==> config.mk <==
export PLATFORM = sky130hd
export DESIGN_NAME = mem_arb_flat
export DESIGN_NICKNAME = d
export VERILOG_FILES = /design/src/rtl/mem_arb_if.sv /design/src/rtl/mem_arb.sv /design/src/flat_wrapper.sv
export SDC_FILE = /design/constraint.sdc
export NUM_CORES = 1
export LEC_CHECK = 0
export ABC_CLOCK_PERIOD_IN_PS = 2300
export CORE_ASPECT_RATIO = 1.5
export CORE_MARGIN = 8
export CORE_UTILIZATION = 34
export DETAILED_ROUTE_END_ITERATION = 7
export HOLD_SLACK_MARGIN = 0.05
export PLACE_DENSITY_LB_ADDON = 0.08
export SETUP_SLACK_MARGIN = 0.2
export SKIP_LAST_GASP = 1
export SYNTH_ARGS = -nofsm -noshare
export SYNTH_HDL_FRONTEND = slang
export SYNTH_SLANG_ARGS = --single-unit
==> constraint.sdc <==
create_clock -name clk -period 2.3 [get_ports clk]
set_input_delay 0.575 -clock clk [delete_from_list [all_inputs] [get_ports clk]]
set_output_delay 0.575 -clock clk [all_outputs]
set_load 0.005 [all_outputs]
==> src/rtl/mem_arb_if.sv <==
// mem_arb_if: bundle of the A, B and mem handshake buses around the memory arbiter.
// slave is the arbiter's view; master is the view of the masters plus memory.
`ifndef PADDR
`define PADDR 22
`endif
`ifndef WORD
`define WORD 36
`endif

interface mem_arb_if;
    logic [`PADDR-1:0] a_addr;
    logic [`WORD-1:0]  a_write_data;
    logic              a_write;
    logic              a_read;
    logic [`WORD-1:0]  a_read_data;
    logic              a_write_ack;
    logic              a_read_ack;
    logic              a_nxm;
    logic [`PADDR-1:0] b_addr;
    logic [`WORD-1:0]  b_write_data;
    logic              b_write;
    logic              b_read;
    logic [`WORD-1:0]  b_read_data;
    logic              b_write_ack;
    logic              b_read_ack;
    logic              b_nxm;
    logic [`PADDR-1:0] mem_addr;
    logic [`WORD-1:0]  mem_write_data;
    logic              mem_write;
    logic              mem_read;
    logic [`WORD-1:0]  mem_read_data;
    logic              mem_write_ack;
    logic              mem_read_ack;
    logic              mem_nxm;

    modport slave (
        input  a_addr, a_write_data, a_write, a_read,
        output a_read_data, a_write_ack, a_read_ack, a_nxm,
        input  b_addr, b_write_data, b_write, b_read,
        output b_read_data, b_write_ack, b_read_ack, b_nxm,
        output mem_addr, mem_write_data, mem_write, mem_read,
        input  mem_read_data, mem_write_ack, mem_read_ack, mem_nxm
    );

    modport master (
        output a_addr, a_write_data, a_write, a_read,
        input  a_read_data, a_write_ack, a_read_ack, a_nxm,
        output b_addr, b_write_data, b_write, b_read,
        input  b_read_data, b_write_ack, b_read_ack, b_nxm,
        input  mem_addr, mem_write_data, mem_write, mem_read,
        output mem_read_data, mem_write_ack, mem_read_ack, mem_nxm
    );
endinterface

==> src/rtl/mem_arb.sv <==
// mem_arb: serialises A/B requests onto the single mem port, routes ack/nxm back and times out silent memory.
// Define MEMARB_RR_EN for round-robin arbitration; otherwise A has fixed priority over B.
`ifndef PADDR
`define PADDR 22
`endif
`ifndef WORD
`define WORD 36
`endif

module mem_arb #(
    parameter int TIMEOUT = 64
) (
    input logic      clk,
    input logic      reset,
    mem_arb_if.slave bus
);
    localparam int CW = TIMEOUT > 2 ? $clog2(TIMEOUT) : 1;

    typedef enum logic [1:0] {IDLE, BUSY, DONE} state_t;

    state_t        state, state_nx;
    logic          grant;
    logic [CW-1:0] cnt;
    logic          a_req, b_req, win_b, resp, tmo, ga, gb;

    assign a_req = bus.a_read | bus.a_write;
    assign b_req = bus.b_read | bus.b_write;
    assign resp  = bus.mem_read_ack | bus.mem_write_ack | bus.mem_nxm;
    // a real mem response in the expiry cycle takes precedence over the arbiter's own nxm
    assign tmo   = (TIMEOUT != 0) && state == BUSY && !resp && (32'(cnt) == TIMEOUT - 1);

`ifdef MEMARB_RR_EN
    logic last_b;
    assign win_b = b_req & (~a_req | ~last_b);
    always_ff @(posedge clk) begin
        if (reset)
            last_b <= 1'b1;
        else if (state == IDLE && (a_req | b_req))
            last_b <= win_b;
    end
`else
    assign win_b = ~a_req;
`endif

    always_ff @(posedge clk) begin
        if (reset)
            state <= IDLE;
        else
            state <= state_nx;
    end

    always_comb begin
        state_nx = state == IDLE ? ((a_req | b_req) ? BUSY : IDLE) :
                   state == BUSY ? ((resp | tmo) ? DONE : BUSY) : IDLE;
    end

    always_ff @(posedge clk) begin
        if (reset) begin
            grant              <= 1'b0;
            cnt                <= '0;
            bus.mem_addr       <= '0;
            bus.mem_write_data <= '0;
            bus.mem_read       <= 1'b0;
            bus.mem_write      <= 1'b0;
        end else begin
            cnt <= state == BUSY ? cnt + 1'b1 : '0;
            if (state == IDLE && (a_req | b_req)) begin
                grant              <= win_b;
                bus.mem_addr       <= win_b ? bus.b_addr : bus.a_addr;
                bus.mem_write_data <= win_b ? bus.b_write_data : bus.a_write_data;
                bus.mem_write      <= win_b ? bus.b_write : bus.a_write;
                bus.mem_read       <= win_b ? bus.b_read & ~bus.b_write : bus.a_read & ~bus.a_write;
            end else if (state == BUSY && (resp | tmo)) begin
                bus.mem_read  <= 1'b0;
                bus.mem_write <= 1'b0;
            end
        end
    end

    // completions are gated by reset so an aborted transaction never reports back
    always_comb begin
        ga              = state == BUSY && !grant && !reset;
        gb              = state == BUSY && grant && !reset;
        bus.a_read_data = bus.mem_read_data;
        bus.b_read_data = bus.mem_read_data;
        bus.a_read_ack  = ga & bus.mem_read_ack;
        bus.a_write_ack = ga & bus.mem_write_ack;
        bus.a_nxm       = ga & (bus.mem_nxm | tmo);
        bus.b_read_ack  = gb & bus.mem_read_ack;
        bus.b_write_ack = gb & bus.mem_write_ack;
        bus.b_nxm       = gb & (bus.mem_nxm | tmo);
    end
endmodule

==> src/flat_wrapper.sv <==
// flat-port wrapper written by rule: the top's interface ports become plain ports
module mem_arb_flat 
#(
    parameter int TIMEOUT = 64
)
  (clk, reset, bus_a_addr, bus_a_write_data, bus_a_write, bus_a_read, bus_a_read_data, bus_a_write_ack, bus_a_read_ack, bus_a_nxm, bus_b_addr, bus_b_write_data, bus_b_write, bus_b_read, bus_b_read_data, bus_b_write_ack, bus_b_read_ack, bus_b_nxm, bus_mem_addr, bus_mem_write_data, bus_mem_write, bus_mem_read, bus_mem_read_data, bus_mem_write_ack, bus_mem_read_ack, bus_mem_nxm);
  mem_arb_if bus_i ();
  input logic clk;
  input logic reset;
  input wire logic [$bits(bus_i.a_addr)-1:0] bus_a_addr;
  input wire logic [$bits(bus_i.a_write_data)-1:0] bus_a_write_data;
  input wire logic [$bits(bus_i.a_write)-1:0] bus_a_write;
  input wire logic [$bits(bus_i.a_read)-1:0] bus_a_read;
  output wire logic [$bits(bus_i.a_read_data)-1:0] bus_a_read_data;
  output wire logic [$bits(bus_i.a_write_ack)-1:0] bus_a_write_ack;
  output wire logic [$bits(bus_i.a_read_ack)-1:0] bus_a_read_ack;
  output wire logic [$bits(bus_i.a_nxm)-1:0] bus_a_nxm;
  input wire logic [$bits(bus_i.b_addr)-1:0] bus_b_addr;
  input wire logic [$bits(bus_i.b_write_data)-1:0] bus_b_write_data;
  input wire logic [$bits(bus_i.b_write)-1:0] bus_b_write;
  input wire logic [$bits(bus_i.b_read)-1:0] bus_b_read;
  output wire logic [$bits(bus_i.b_read_data)-1:0] bus_b_read_data;
  output wire logic [$bits(bus_i.b_write_ack)-1:0] bus_b_write_ack;
  output wire logic [$bits(bus_i.b_read_ack)-1:0] bus_b_read_ack;
  output wire logic [$bits(bus_i.b_nxm)-1:0] bus_b_nxm;
  output wire logic [$bits(bus_i.mem_addr)-1:0] bus_mem_addr;
  output wire logic [$bits(bus_i.mem_write_data)-1:0] bus_mem_write_data;
  output wire logic [$bits(bus_i.mem_write)-1:0] bus_mem_write;
  output wire logic [$bits(bus_i.mem_read)-1:0] bus_mem_read;
  input wire logic [$bits(bus_i.mem_read_data)-1:0] bus_mem_read_data;
  input wire logic [$bits(bus_i.mem_write_ack)-1:0] bus_mem_write_ack;
  input wire logic [$bits(bus_i.mem_read_ack)-1:0] bus_mem_read_ack;
  input wire logic [$bits(bus_i.mem_nxm)-1:0] bus_mem_nxm;
  assign bus_i.a_addr = bus_a_addr;
  assign bus_i.a_write_data = bus_a_write_data;
  assign bus_i.a_write = bus_a_write;
  assign bus_i.a_read = bus_a_read;
  assign bus_a_read_data = bus_i.a_read_data;
  assign bus_a_write_ack = bus_i.a_write_ack;
  assign bus_a_read_ack = bus_i.a_read_ack;
  assign bus_a_nxm = bus_i.a_nxm;
  assign bus_i.b_addr = bus_b_addr;
  assign bus_i.b_write_data = bus_b_write_data;
  assign bus_i.b_write = bus_b_write;
  assign bus_i.b_read = bus_b_read;
  assign bus_b_read_data = bus_i.b_read_data;
  assign bus_b_write_ack = bus_i.b_write_ack;
  assign bus_b_read_ack = bus_i.b_read_ack;
  assign bus_b_nxm = bus_i.b_nxm;
  assign bus_mem_addr = bus_i.mem_addr;
  assign bus_mem_write_data = bus_i.mem_write_data;
  assign bus_mem_write = bus_i.mem_write;
  assign bus_mem_read = bus_i.mem_read;
  assign bus_i.mem_read_data = bus_mem_read_data;
  assign bus_i.mem_write_ack = bus_mem_write_ack;
  assign bus_i.mem_read_ack = bus_mem_read_ack;
  assign bus_i.mem_nxm = bus_mem_nxm;
  mem_arb #(.TIMEOUT(TIMEOUT)) u_core (.clk(clk), .reset(reset), .bus(bus_i));
endmodule
==> metrics.json, run 1 <==
{
  "sta": {
    "unrepaired_setup_endpoints_after_global_routing": "true",
    "timing.final.hold_violations": 0,
    "slew_violations": 0,
    "timing.final.ws_setup_ps": 237.0,
    "tightestPinTransition_ps": 390.1,
    "min_period_ps": 2063,
    "worst_clock_skew_ps": 8.836,
    "min_period_over_period": 0.8969,
    "finalSetupViolations": 0,
    "maximum_clock_frequency_mhz": 484.7,
    "max-slew-margin-rel": 0.7380
  },
  "hold_path": {
    "hold_path.class": "register to register"
  },
  "global_route": {
    "antenna_found_initial": 2,
    "vias_in_the_first_global_route": 4051,
    "grt_overflow": 0,
    "gr-usage-all-layers": 0.2017,
    "grt_pass1_wl_um": 23260,
    "maximum_number_of_pins_on_one_net_before_global_route_repair": 36
  },
  "setup_path": {
    "critPathKind": "register to primary output",
    "buffers_inverters_on_critical_path": 1,
    "worst_ep_required_time_ps": 1730,
    "max_stage_delay_on_crit_path_ps": 350,
    "critical_path.slowest_cell": "dfxtp_2",
    "setup.worst_path.start_class": "register",
    "critical_path_cell_sequence": "ha_4 > and4_1 > a41oi_2 > nor3b_1 > buf_2",
    "crit_arrival_ps": 1490,
    "crit_path_max_fanout": 3,
    "top_cell_family_by_delay_on_the_critical_path": "simple AND/OR/NAND/NOR gates",
    "worst_setup_path_end_kind": "primary output"
  },
  "detailed_routing": {
    "detailedRoute.firstPassIterationCount": 4,
    "wl_um": 15090,
    "drc": 0,
    "via_count": 3961,
    "detail-route-antenna-nets": 0,
    "vias_per_cell": 5.345,
    "first_drt_iteration_drcs": 129,
    "detail_route.wl_per_cell_um": 20.36
  },
  "logic_synthesis": {
    "synth_async_sr_flop_share": 0,
    "synthesis.area_um2": 3806,
    "synth_seq_area_share": 0.3629,
    "netlist_top_cells_area": "dfxtp_1 (36%), buf_4 (14%), a311oi_1 (13%)",
    "post_synthesis_cell_count": 471,
    "synth_cell_types": 34,
    "ys_seq_elements": 69,
    "yosys_warnings": 0,
    "synth_nets": 633,
    "synth_enable_flop_cells": 0,
    "ys_top_cells_by_count": "buf_4 (73), dfxtp_1 (69), nand2_1 (62)",
    "yosysTopAreaCellShare": 0.3629,
    "synth_ff_type": "dfxtp_1",
    "syn_avg_cell_area_um2": 8.081,
    "post-synth-top-count-cell": "buf_4",
    "synth_area_leader_cell": "dfxtp_1"
  },
  "clocking": {
    "clk_pin_slew_ps": 60,
    "insertion_delay_of_the_later_clocked_pin_in_the_worst_skew_pair_ps": 340,
    "cts_buffer_depth": 2,
    "ctsHtreeMaxLevel": 3,
    "cts_made_buffers": 9,
    "root_buffer_selected_by_cts": "clkbuf_16",
    "cts_tree": "built",
    "clkSinkCount": 69,
    "cts_hold_buffers": 0
  },
  "placement": {
    "dp_hpwl_um": 10940,
    "post_dp_cell_area_um2": 5353,
    "place_congestion": 0.8012,
    "port_buffers": 190,
    "dp_worst_setup_slack_ps": -482.2
  },
  "finish": {
    "filler_cells_inserted": 1106,
    "finish.utilization": 0.5271,
    "syn_to_final_growth_pct": 52.30,
    "share_of_final_layout_standard_cells_stronger_than_drive_strength_1": 0.1265,
    "layout.nets": 750,
    "finish.instance_area_um2": 5797
  },
  "floorplan": {
    "core_area_um2": 11000,
    "floorplan.die.width_um": 102.4,
    "floorplan.initialDensity": 0.3461,
    "die_area_um2": 14910,
    "die_y_um": 145.6,
    "floorplan.io_pins": 299,
    "row_count": 47
  },
  "pwr": {
    "cellPowerDensity_nw_per_um2": 718.7,
    "worst_ir_drop_vdd_v": 0.0003647,
    "power.leakage_nw": 2.090
  },
  "run": {
    "max_cap_viol_count": 0
  },
  "status": {
    "run_status": "complete, no violations"
  }
}
==> routing by layer <==
metal	GRT usage	routed length (um)	part of all wire
met3	0.05316	1102	0.073
met2	0.3354	7745	0.51
met4	0.1210	713	0.047
met1	0.2201	5514	0.37
met5	0	13	0.00086
==> worst reg2reg max path, cell delays in order (launching register included) <==
cell      delay [ps]
dfxtp_2          330
buf_6            120
or2_2            330
nor2_4           150
buf_4            350
a311oi_1         150
==> flip-flops by register name, summed over array words and instances, names as in the netlist <==
register                   count
u_core.cnt                     6
u_core.grant                   1
u_core.bus.mem_write           1
u_core.bus.mem_write_data     36
u_core.bus.mem_addr           22
u_core.state                   2
u_core.bus.mem_read            1
==> power breakdown <==
| part | internal [mW] | total, mW | leakage (nW) | switching [mW] |
|---|---|---|---|---|
| Clock | 1.20 | 1.73 | 0.183 | 0.535 |
| Combinational | 0.590 | 1.02 | 1.33 | 0.430 |
| Sequential | 1.34 | 1.41 | 0.574 | 0.0758 |
==> cell families after synthesis <==
| group | share of synthesized area |
|---|---|
| AO/OA/AOI/OAI | 0.3130 |
| flip-flops | 0.3629 |
| AND/OR/NAND/NOR | 0.1088 |
| XOR/XNOR | 0.006905 |
| adder cells (fa/ha/maj) | 0.003287 |
| buffers and inverters | 0.2051 |
==> repair_timing <==
action / 4_1_cts / 5_1_grt
setup endpoints to repair: 6 / 4
gates resized for setup: 24 / 9
setup buffers: 4 / 2
pin swaps: 5 / 6
==> layout make-up <==
type | instances | area [um2] | share of cell area
antenna | 1 | 2.502 | 0.0004317
clock buffer | 10 | 239.0 | 0.04123
clock inverter | 6 | 133.9 | 0.02310
inverter | 2 | 7.507 | 0.001295
multi-input combinational | 283 | 1705 | 0.2942
sequential | 69 | 1386 | 0.2392
tap | 147 | 183.9 | 0.03173
timing repair buffer | 223 | 2138 | 0.3689
==> final timing paths <==
check	start	to	slack, ps	cells after the start
setup / recovery	u_core.cnt[0]	bus_b_nxm	240	5
hold / removal	u_core.cnt[0]	u_core.cnt[0]	440	1
setup reg to reg	u_core.state[0]	u_core.bus.mem_addr[0]	740	5
hold reg to reg	u_core.cnt[0]	u_core.cnt[0]	440	1
==> stage by stage <==
stage	std cells	setup TNS, ps	hold slack (ps)	total power, mW
floorplan	471	0	417.6	1.915
global placement	718	-1247	432.9	2.445
detailed placement	718	-1566	439.8	2.459
CTS	738	0	415.8	4.212
global route	741	0	461.9	4.355
finish	741	0	436.0	4.166
==> cells in the final DEF (no fill, tap or decap), types with 3 or more instances in the layout <==
| master | Yosys | layout |
|---|---|---|
| dlygate4sd2_1 | 0 | 4 |
| dfxtp_1 | 69 | 65 |
| dfxtp_2 | 0 | 4 |
| nor2_1 | 7 | 5 |
| buf_4 | 73 | 30 |
| clkdlybuf4s50_1 | 0 | 178 |
| buf_2 | 6 | 5 |
| a21oi_1 | 59 | 59 |
| clkbuf_16 | 0 | 9 |
| o211ai_1 | 3 | 3 |
| nor2_4 | 0 | 3 |
| o21ai_0 | 60 | 60 |
| bufinv_16 | 0 | 4 |
| a311oi_1 | 58 | 58 |
| nand3_1 | 4 | 4 |
| nand2_1 | 62 | 61 |
| and3_1 | 3 | 3 |
| a21oi_2 | 3 | 3 |
Note: power is estimated with default switching activity, not from simulation.
==> run 2, diff against run 1 <==
Settings changed: ABC_CLOCK_PERIOD_IN_PS 2300 to default, CORE_AREA from default to 2 2 116 118, CORE_ASPECT_RATIO 1.5 to default, CORE_MARGIN 8 to default, CORE_UTILIZATION 34 to default, DIE_AREA from default to 0 0 118 120, GPL_TIMING_DRIVEN from default to 0.
==> run 2 against run 1 <==
Compared with the run above: via count is 13% higher; non-clock buffer count is 160 higher; sequential power hardly changed; fmax is 0.31% higher; worst hold slack better by 6.3 ps; power is 1.8% lower; routed wire length is 0.28% lower; highest routed layer is now met4.
==> metrics.json, run 2 (same netlist as run 1, synthesis figures left out) <==
{
  "sta": {
    "finalSetupViolations": {"value": 0, "change": "unchanged"},
    "timing.final.hold_violations": {"value": 0, "change": "unchanged"},
    "final.setup.tns": {"value": 0, "unit": "ps", "change": "unchanged"},
    "tightestPinTransition": {"value": 581.6, "unit": "ps", "change": "+191.6 ps"},
    "maximum_clock_frequency": {"value": 486.2, "unit": "MHz", "change": "+0.31%"},
    "final.hold.worst_slack": {"value": 442.3, "unit": "ps", "change": "+6.313 ps"},
    "unrepaired_setup_endpoints_after_global_routing": "true",
    "min_period_over_period": {"value": 0.8942, "change": "-0.002791"},
    "timing.final.ws_setup": {"value": 243.4, "unit": "ps", "change": "+6.420 ps"},
    "slew_violations": {"value": 0, "change": "unchanged"},
    "min_period": {"value": 2057, "unit": "ps", "change": "-6.420 ps"},
    "worst_clock_skew": {"value": 5.919, "unit": "ps", "change": "-2.916 ps"},
    "max-slew-margin-rel": {"value": 0.6108, "change": "-0.1272"}
  },
  "setup_path": {
    "worst_setup_path_end_kind": "primary output",
    "crit_arrival": {"value": 1480, "unit": "ps", "change": "about the same"},
    "crit_path_max_fanout": {"value": 2, "change": "-1"},
    "regToRegStartpoint": "u_core.state[1]",
    "reg2reg_depth": {"value": 4, "change": "-1"},
    "setup.worst_path.start_class": "primary input",
    "worst_ep_required_time": {"value": 1730, "unit": "ps", "change": "about the same"},
    "regToRegEndpoint": "u_core.bus.mem_write_data[22]",
    "critPathKind": "primary input to primary output",
    "reg2reg_setup_slack": {"value": 500, "unit": "ps", "change": "-240 ps"}
  },
  "clocking": {
    "insertion_delay_of_the_later_clocked_pin_in_the_worst_skew_pair": {"value": 330, "unit": "ps", "change": "about the same"},
    "clk_pin_slew": {"value": 50, "unit": "ps", "change": "about the same"},
    "ctsHtreeMaxLevel": {"value": 3, "change": "unchanged"},
    "clkSinkCount": {"value": 69, "change": "unchanged"},
    "cts_tree": "built",
    "cts_buffer_depth": {"value": 2, "change": "unchanged"},
    "root_buffer_selected_by_cts": "clkbuf_16",
    "cts_made_buffers": {"value": 9, "change": "unchanged"}
  },
  "detailed_routing": {
    "detail-route-antenna-nets": {"value": 0, "change": "unchanged"},
    "detailedRoute.firstPassIterationCount": {"value": 4, "change": "unchanged"},
    "via_count": {"value": 4487, "change": "+13%"},
    "wl": {"value": 15050, "unit": "um", "change": "-0.28%"},
    "first_drt_iteration_drcs": {"value": 266, "change": "+110%"},
    "vias_per_cell": {"value": 4.830, "change": "-9.6%"},
    "drc": {"value": 0, "change": "unchanged"},
    "detail_route.wl_per_cell": {"value": 16.20, "unit": "um", "change": "-20%"}
  },
  "pwr": {
    "totalPowerFinal": {"value": 4.090, "unit": "mW", "change": "-1.8%"},
    "cellPowerDensity": {"value": 581.8, "unit": "nW/um2", "change": "-19%"},
    "worst_ir_drop_vdd": {"value": 0.0004159, "unit": "V", "change": "+14%"},
    "power.leakage": {"value": 2.653, "unit": "nW", "change": "+27%"}
  },
  "hold_path": {
    "hold_depth": {"value": 1, "change": "unchanged"},
    "hold_path.class": "register to register",
    "hold_end": "u_core.cnt[0]",
    "min-delay-start": "u_core.cnt[0]"
  },
  "finish": {
    "registers.top_by_ff_count": "u_core.bus.mem_write_data",
    "antennaDiodeCount": {"value": 0, "change": "-1"},
    "largest_register_ff_count": {"value": 36, "change": "unchanged"},
    "layout.nets": {"value": 910, "change": "+21%"},
    "share_of_final_layout_standard_cells_stronger_than_drive_strength_1": {"value": 0.1700, "change": "+0.04351"},
    "syn_to_final_growth_pct": 84.71,
    "layoutNonFillerInstCount": {"value": 929, "change": "+25%"},
    "most_common_library_cell_in_the_layout_ignoring_fill_and_taps": "clkdlybuf4s50_1",
    "largestRegisters": "u_core.bus.mem_write_data x36, u_core.bus.mem_addr x22, u_core.cnt x6",
    "final_cell_mix": "clkdlybuf4s50_1 (250), buf_4 (79), dfxtp_1 (65)"
  },
  "floorplan": {
    "floorplan.initialDensity": {"value": 0.2932, "change": "-0.05288"},
    "floorplan.io_pins": {"value": 299, "change": "unchanged"},
    "row_count": {"value": 42, "change": "-11%"},
    "core_area": {"value": 12980, "unit": "um2", "change": "+18%"},
    "floorplan.die.width": {"value": 118, "unit": "um", "change": "+15%"},
    "die_area": {"value": 14160, "unit": "um2", "change": "-5.0%"},
    "die_y": {"value": 120, "unit": "um", "change": "-18%"}
  },
  "placement": {
    "dp_worst_setup_slack": {"value": -564.8, "unit": "ps", "change": "-82.64 ps"},
    "dp_hpwl": {"value": 11630, "unit": "um", "change": "+6.2%"},
    "number_of_placed_cells_counting_well_taps": {"value": 907, "change": "+26%"},
    "port_buffers": {"value": 260, "change": "+37%"},
    "place_congestion": {"value": 0.8019, "change": "about the same"}
  },
  "global_route": {
    "vias_in_the_first_global_route": {"value": 4604, "change": "+14%"},
    "antenna_found_initial": {"value": 0, "change": "-2"},
    "maximum_number_of_pins_on_one_net_before_global_route_repair": {"value": 12, "change": "-67%"},
    "grt_pass1_wl": {"value": 23280, "unit": "um", "change": "about the same"},
    "grt_overflow": {"value": 0, "change": "unchanged"},
    "gr-usage-all-layers": {"value": 0.2052, "change": "+0.003554"}
  },
  "run": {
    "max_cap_viol_count": {"value": 0, "change": "unchanged"}
  },
  "status": {
    "run_status": "complete, no violations"
  }
}
-- run 2: layout make-up --
cell class              count  area, um2
plain buffers             117      777.0
well taps                 176      220.2
inverters                   2      10.01
repair buffers            266       2630
clock inverters             5      75.07
flip-flops and latches     69       1389
multi-input cells         283       1697
clock buffers              11      232.7
fillers                  1229       5949
-- run 2: power by group --
part	internal [mW]	leakage [nW]	switching, mW	total, mW
sequential	1.34	0.574	0.0825	1.42
clock	0.944	0.153	0.494	1.44
combinational	0.756	1.93	0.476	1.23
-- run 2: metrics by stage --
| step | instance area [um2] | utilization |
|---|---|---|
| floorplan | 3806 | - |
| global placement | 6629 | 0.5107 |
| detailed placement | 6629 | 0.5107 |
| CTS | 7005 | 0.5397 |
| global route | 7030 | 0.5416 |
| finish | 7030 | 0.5416 |
-- run 2: how the worst max path moves through the flow --
stage	from	to	slack, ps	cells after the start
after floorplan	reset	bus_a_read_ack	450	4
after global placement	bus_mem_write_ack	bus_b_nxm	-570	5
after detailed placement	bus_mem_write_ack	bus_b_nxm	-560	5
after CTS	u_core.cnt[0]	bus_b_nxm	130	5
after global routing	bus_mem_nxm	bus_b_nxm	160	5
final	bus_mem_nxm	bus_b_nxm	240	5
-- run 2: layer usage --
layer / vias up / track usage / part of all wire
met3: 17 / 0.06321 / 0.078
met4: 0 / 0.06250 / 0.015
met2: 177 / 0.3721 / 0.52
met5: - / 0 / 0
met1: 2087 / 0.2300 / 0.39
li1: 2206 / - / -
-- run 2: repair_timing --
item / 4_1_cts / 5_1_grt
setup endpoints to repair: 68 / 9
pin swaps: 6 / 6
hold buffers: 0 / 0
gates resized for setup: 34 / 4
setup buffers: 3 / 3
-- run 2: worst max-delay path, cell delays in order --
cell and delay (ps):
clkdlybuf4s15_1 200, nor3_2 240, a41oi_2 150, nor3b_2 180, buf_2 130
